## src/rtl/uart_tx_frame_if.sv

```systemverilog
// Handshake bundle between a byte source and the UART transmit framer.
// The master drives the byte and start request; the slave returns line, busy and done.
interface uart_tx_frame_if;
  logic [7:0] DataToTransmit;
  logic       Transmit;
  logic       SerialOutputTx;
  logic       Busy;
  logic       TxDone;

  modport master (
    output DataToTransmit,
    output Transmit,
    input  SerialOutputTx,
    input  Busy,
    input  TxDone
  );

  modport slave (
    input  DataToTransmit,
    input  Transmit,
    output SerialOutputTx,
    output Busy,
    output TxDone
  );
endinterface

```

## src/rtl/uart_tx_frame.sv

```systemverilog
// UART transmit framer: start bit, 8 data bits LSB first, optional parity, stop bit.
// Parity bit is built only when UART_TX_PARITY_EN is defined (8O1/8E1), otherwise 8N1.
//
// state    | meaning
// ---------+--------------------------------------------------
// S_IDLE   | line high, waiting for Transmit
// S_START  | start bit (line low) for one bit time
// S_DATA   | data bits, LSB first, idx_q selects 0..7
// S_PARITY | parity bit (only with UART_TX_PARITY_EN)
// S_STOP   | stop bit (line high); last clock returns to idle
module uart_tx_frame #(
  parameter int CLKS_PER_BIT = 434,
  parameter bit PARITY_ODD   = 1'b1
) (
  input  logic           clk,
  input  logic           reset,
  uart_tx_frame_if.slave tx
);

  localparam int            CW       = $clog2(CLKS_PER_BIT);
  localparam logic [CW-1:0] CNT_LAST = CW'(CLKS_PER_BIT - 1);

  typedef enum logic [2:0] {
    S_IDLE   = 3'd0,
    S_START  = 3'd1,
    S_DATA   = 3'd2,
    S_PARITY = 3'd3,
    S_STOP   = 3'd4
  } state_t;

  state_t        state_q, state_d;
  logic [CW-1:0] cnt_q, cnt_d;
  logic [2:0]    idx_q, idx_d;
  logic [7:0]    shift_q, shift_d;
  logic          line_q, line_d;
  logic          busy_q, busy_d;
  logic          done_q, done_d;
  logic          bit_end;

`ifdef UART_TX_PARITY_EN
  logic          par_q, par_d;
`else
  localparam bit unused_parity_odd = PARITY_ODD;
`endif

  assign bit_end = (cnt_q == CNT_LAST);

  always_ff @(posedge clk or posedge reset) begin
    if (reset) begin
      state_q <= S_IDLE;
      cnt_q   <= '0;
      idx_q   <= '0;
      shift_q <= '0;
      line_q  <= 1'b1;
      busy_q  <= 1'b0;
      done_q  <= 1'b0;
`ifdef UART_TX_PARITY_EN
      par_q   <= 1'b0;
`endif
    end else begin
      state_q <= state_d;
      cnt_q   <= cnt_d;
      idx_q   <= idx_d;
      shift_q <= shift_d;
      line_q  <= line_d;
      busy_q  <= busy_d;
      done_q  <= done_d;
`ifdef UART_TX_PARITY_EN
      par_q   <= par_d;
`endif
    end
  end

  always_comb begin
    state_d = state_q;
    cnt_d   = cnt_q;
    idx_d   = idx_q;
    shift_d = shift_q;
`ifdef UART_TX_PARITY_EN
    par_d   = par_q;
`endif
    case (state_q)
      S_IDLE: begin
        if (tx.Transmit) begin
          state_d = S_START;
          cnt_d   = '0;
          idx_d   = '0;
          shift_d = tx.DataToTransmit;
`ifdef UART_TX_PARITY_EN
          par_d   = (^tx.DataToTransmit) ^ PARITY_ODD;
`endif
        end
      end
      S_START: begin
        cnt_d = bit_end ? '0 : cnt_q + 1'b1;
        if (bit_end) begin
          state_d = S_DATA;
        end
      end
      S_DATA: begin
        cnt_d = bit_end ? '0 : cnt_q + 1'b1;
        if (bit_end) begin
          // index 7 is the last data bit; never wrap into a ninth
          if (idx_q == 3'd7) begin
`ifdef UART_TX_PARITY_EN
            state_d = S_PARITY;
`else
            state_d = S_STOP;
`endif
          end else begin
            idx_d   = idx_q + 3'd1;
            shift_d = shift_q >> 1;
          end
        end
      end
`ifdef UART_TX_PARITY_EN
      S_PARITY: begin
        cnt_d = bit_end ? '0 : cnt_q + 1'b1;
        if (bit_end) begin
          state_d = S_STOP;
        end
      end
`endif
      S_STOP: begin
        cnt_d = bit_end ? '0 : cnt_q + 1'b1;
        if (bit_end) begin
          state_d = S_IDLE;
        end
      end
      default: begin
        state_d = S_IDLE;
        cnt_d   = '0;
      end
    endcase
  end

  // Outputs are decoded from the next state so the registered line moves on the same edge.
  always_comb begin
    line_d = 1'b1;
    busy_d = 1'b1;
    done_d = 1'b0;
    case (state_d)
      S_IDLE: begin
        busy_d = 1'b0;
        done_d = (state_q == S_STOP);
      end
      S_START: line_d = 1'b0;
      S_DATA:  line_d = shift_d[0];
`ifdef UART_TX_PARITY_EN
      S_PARITY: line_d = par_d;
`endif
      S_STOP:  line_d = 1'b1;
      default: begin
        line_d = 1'b1;
        busy_d = 1'b0;
      end
    endcase
  end

  assign tx.SerialOutputTx = line_q;
  assign tx.Busy           = busy_q;
  assign tx.TxDone         = done_q;

endmodule
```

## src/flat_wrapper.sv

```systemverilog
// flat-port wrapper written by rule: the top's interface ports become plain ports
module uart_tx_frame_flat 
#(
  parameter int CLKS_PER_BIT = 434,
  parameter bit PARITY_ODD   = 1'b1
)
  (clk, reset, tx_DataToTransmit, tx_Transmit, tx_SerialOutputTx, tx_Busy, tx_TxDone);
  uart_tx_frame_if tx_i ();
  input  logic clk;
  input  logic reset;
  input wire logic [$bits(tx_i.DataToTransmit)-1:0] tx_DataToTransmit;
  input wire logic [$bits(tx_i.Transmit)-1:0] tx_Transmit;
  output wire logic [$bits(tx_i.SerialOutputTx)-1:0] tx_SerialOutputTx;
  output wire logic [$bits(tx_i.Busy)-1:0] tx_Busy;
  output wire logic [$bits(tx_i.TxDone)-1:0] tx_TxDone;
  assign tx_i.DataToTransmit = tx_DataToTransmit;
  assign tx_i.Transmit = tx_Transmit;
  assign tx_SerialOutputTx = tx_i.SerialOutputTx;
  assign tx_Busy = tx_i.Busy;
  assign tx_TxDone = tx_i.TxDone;
  uart_tx_frame #(.CLKS_PER_BIT(CLKS_PER_BIT), .PARITY_ODD(PARITY_ODD)) u_core (.clk(clk), .reset(reset), .tx(tx_i));
endmodule
```

## config.mk

```make
export PLATFORM = sky130hd
export DESIGN_NAME = uart_tx_frame_flat
export DESIGN_NICKNAME = d
export VERILOG_FILES = /design/src/rtl/uart_tx_frame_if.sv /design/src/rtl/uart_tx_frame.sv /design/src/flat_wrapper.sv
export SDC_FILE = /design/constraint.sdc
export NUM_CORES = 1
export LEC_CHECK = 0
export ABC_AREA = 1
export CAP_MARGIN = 20
export CORE_AREA = 2 2 63 65
export CTS_BUF_LIST = sky130_fd_sc_hd__clkbuf_8 sky130_fd_sc_hd__clkbuf_16
export DETAILED_ROUTE_END_ITERATION = 16
export DIE_AREA = 0 0 65 67
export HOLD_SLACK_MARGIN = 0.15
export PLACE_DENSITY = 0.63
export SLEW_MARGIN = 20
export SYNTH_ARGS = -nofsm -noshare
export SYNTH_HDL_FRONTEND = slang
export SYNTH_SLANG_ARGS = --single-unit
```

## constraint.sdc

```tcl
create_clock -name clk -period 3.2 [get_ports clk]
set_input_delay 0.48 -clock clk [delete_from_list [all_inputs] [get_ports clk]]
set_output_delay 0.48 -clock clk [all_outputs]
set_load 0.05 [all_outputs]
```

==> flow_metrics.tcl <==
set metrics [dict create \
    path_delay_family "buffers and inverters" \
    power.leakage_nw 0.768 \
    drv_cap 0 \
    outcome "complete, no violations" \
    synth_edf_count 0 \
    seq_area_frac_synth_pct 45.9 \
    syn_nets 182 \
    fin_crit_sh_pct 65.1 \
    reg2reg_depth 8 \
    critical-path-slowest-cell "clkdlybuf4s50_1" \
    die_width_um 65 \
    maxSlewViolCount 0 \
    syn_to_final_growth_pct 16.9 \
    syn_avg_cell_area_um2 8.50 \
    dieHeight_um 67 \
    ir_worst_vdd_uv 192 \
    yosysWarnings 0 \
    hold_class "reg -> reg" \
    dieArea_mm2 0.00436 \
    worst_slack_ns 1.12 \
    synth-seq-cells 26 \
    clkTransAtPathRegs_ns 0.10 \
    grt_pass1_wl_um 4770 \
    fp-row-count 22 \
    cts-resized-gates 0 \
    clock_path_buffers 2 \
    n_antenna_cell 0 \
    crit_path_max_incr_delay_ns 0.79 \
    cts_setup_buffers 0 \
    track_usage_pct 14.0 \
    worstMarginPinSlew_ns 0.558 \
    core_area_mm2 0.00361 \
    startpoint_type "register" \
    p_per_area_mw_per_mm2 377 \
    cts_max_level 1 \
    cts_buffers 3 \
    wire_per_inst_um 11.8 \
    synth.cell_area_mm2 0.00142 \
    grt_max_degree 27 \
    insertion_delay_ns 0.27 \
    grt_pass1_vias 1127 \
    crit_path_max_fanout 1 \
    arrival_ns 1.60 \
    worstSetupPathType "reg -> out" \
    r2r-start "u_core.idx_q[0]" \
    clock-sinks 26 \
    overflow 0 \
    postCtsHoldBufs 0 \
    holdWs_ns 0.497 \
    nNetsFinal 197 \
    start_util_pct 39.3 \
    wl_um 2700 \
    tritoncts "done" \
    r2r-end "u_core.tx.SerialOutputTx" \
    crit_path_end "tx_SerialOutputTx" \
    period_needed_ns 2.08 \
    synthArstFlopShare_pct 100 \
    max_clock_freq_mhz 480 \
    setup_viol 0 \
    required_ns 2.72 \
    dpl_cell_area_mm2 0.00159 \
    synthCells 167 \
    hold_violations 0 \
    drt_iter0_markers 94 \
    cp.buffers_inverters 1 \
    drc 0 \
    path_cells "clkdlybuf4s50_1" \
    drt.antenna.violating_nets 0 \
    layout-drive-gt1-share_pct 18.2 \
    fin_setup_tns_ns 0 \
    ioPinCount 14 \
    first_pass_iters 4 \
    globalplace.congestion 0.822 \
    place_hpwl_um 1970 \
    rrSetupSlack_ns 1.40 \
    stdcell_area_mm2 0.00166 \
    grt_setup_unrepaired "false" \
    yosys.cell_types.count 28 \
    vias_per_cell 4.93 \
    dp_slack_ns 1.42 \
    skew_ns 0.00873 \
    slew_headroom_pct 62.7 \
    vias 1129 \
    endpoint_kind "primary output" \
    synth_top_flop_cell "dfrtp_1" \
    crit_cells 1 \
    portBuffers 13 \
    antenna_found_initial 0 \
    ctsRootBufferMaster "clkbuf_8" \
    crit_start "u_core.tx.SerialOutputTx" \
]
-- cells in the mapped netlist (2+ instances only) --
library cell | number | area, um^2
nor2_1 | 10 | 37.5
inv_1 | 17 | 63.8
nand2_2 | 8 | 50.1
nor2_8 | 2 | 40.0
nor3_1 | 7 | 35.0
nand3_1 | 33 | 165
buf_2 | 2 | 10.0
a21oi_1 | 3 | 15.0
nand2_1 | 28 | 105
nor2_4 | 3 | 33.8
dfrtp_1 | 25 | 626
nand3_2 | 2 | 20.0
nor2_2 | 2 | 12.5
ha_1 | 4 | 50.1
nand4_1 | 2 | 12.5
o21ai_1 | 2 | 10.0
inv_2 | 6 | 22.5
-- report_power, final --
group	internal (mW)	switching (mW)	total, mW
Combinational	0.0111	0.00943	0.0205
Sequential	0.329	0.000285	0.329
Clock	0.167	0.108	0.275
Total	0.507	0.118	0.625
-- final cells by class --
| type | instances | area (um^2) |
|---|---|---|
| multi-input cells | 114 | 653 |
| clock buffers | 3 | 41.3 |
| flip-flops and latches | 26 | 652 |
| well taps | 48 | 60.1 |
| inverters | 24 | 92.6 |
| fillers | 355 | 1950 |
| repair buffers | 13 | 130 |
| clock inverters | 1 | 30.0 |
-- per-layer routing --
| layer | track usage (%) | part of all wire, % |
|---|---|---|
| met5 | 0 | 0 |
| met4 | 3.99 | 0.67 |
| met3 | 2.70 | 3.0 |
| met2 | 25.1 | 48 |
| met1 | 17.1 | 48 |
-- stage by stage --
step	utilization [%]	cells	power, mW
after CTS	46.0	229	0.632
after global routing	46.0	229	0.651
after global placement	44.0	225	0.356
after floorplan	-	167	0.342
final	46.0	229	0.625
after detailed placement	44.0	225	0.357
-- logic make-up (layout without fill, tap and decap cells) --
kind of cell,Yosys count,in the layout,synth area share [%]
xor gates and xnor gates,1,1,0.617
adders and majority gates,4,4,3.53
and+or+nand+nor,98,98,36.9
DFF,26,26,45.9
buffers and inverters,27,41,8.02
AOI/OAI and AO/OA,11,11,5.03
-- placed cells by master, fill, tap and decap left out --
| cell | Yosys | routed |
|---|---|---|
| nand3_1 | 33 | 33 |
| nand2_1 | 28 | 28 |
| dfrtp_1 | 25 | 25 |
| inv_1 | 17 | 16 |
| clkdlybuf4s50_1 | 0 | 13 |
| nor2_1 | 10 | 10 |
| nand2_2 | 8 | 8 |
| inv_2 | 6 | 7 |
| nor3_1 | 7 | 7 |
| ha_1 | 4 | 4 |
| nor2_4 | 3 | 3 |
| a21oi_1 | 3 | 3 |
| clkbuf_8 | 0 | 3 |
| nand4_1 | 2 | 2 |
| nor2_2 | 2 | 2 |
| nor2_8 | 2 | 2 |
| nand3_2 | 2 | 2 |
| o21ai_1 | 2 | 2 |
| nand2_4 | 1 | 1 |
| inv_4 | 1 | 1 |
| xor2_1 | 1 | 1 |
| o21ai_0 | 1 | 1 |
| o21ai_2 | 1 | 1 |
| o22ai_2 | 1 | 1 |
| o22ai_1 | 1 | 1 |
| o21a_1 | 1 | 1 |
| a31oi_1 | 1 | 1 |
| bufinv_16 | 0 | 1 |
| dfstp_2 | 1 | 1 |
-- registers in the layout (all words and copies together) (netlist names) --
name,cells
u_core.idx_q,3
u_core.state_q,3
u_core.tx.TxDone,1
u_core.tx.SerialOutputTx,1
u_core.cnt_q,9
u_core.tx.Busy,1
u_core.shift_q,8
-- how the worst min path moves through the flow --
stage	start	to	depth (start not counted)
finish	u_core.idx_q[0]	u_core.idx_q[0]	1
detailed placement	u_core.idx_q[0]	u_core.idx_q[0]	1
global placement	u_core.idx_q[0]	u_core.idx_q[0]	1
global route	u_core.idx_q[0]	u_core.idx_q[0]	1
CTS	u_core.idx_q[0]	u_core.idx_q[0]	1
floorplan	u_core.idx_q[0]	u_core.idx_q[0]	1
(Power assumes the default switching activity.)
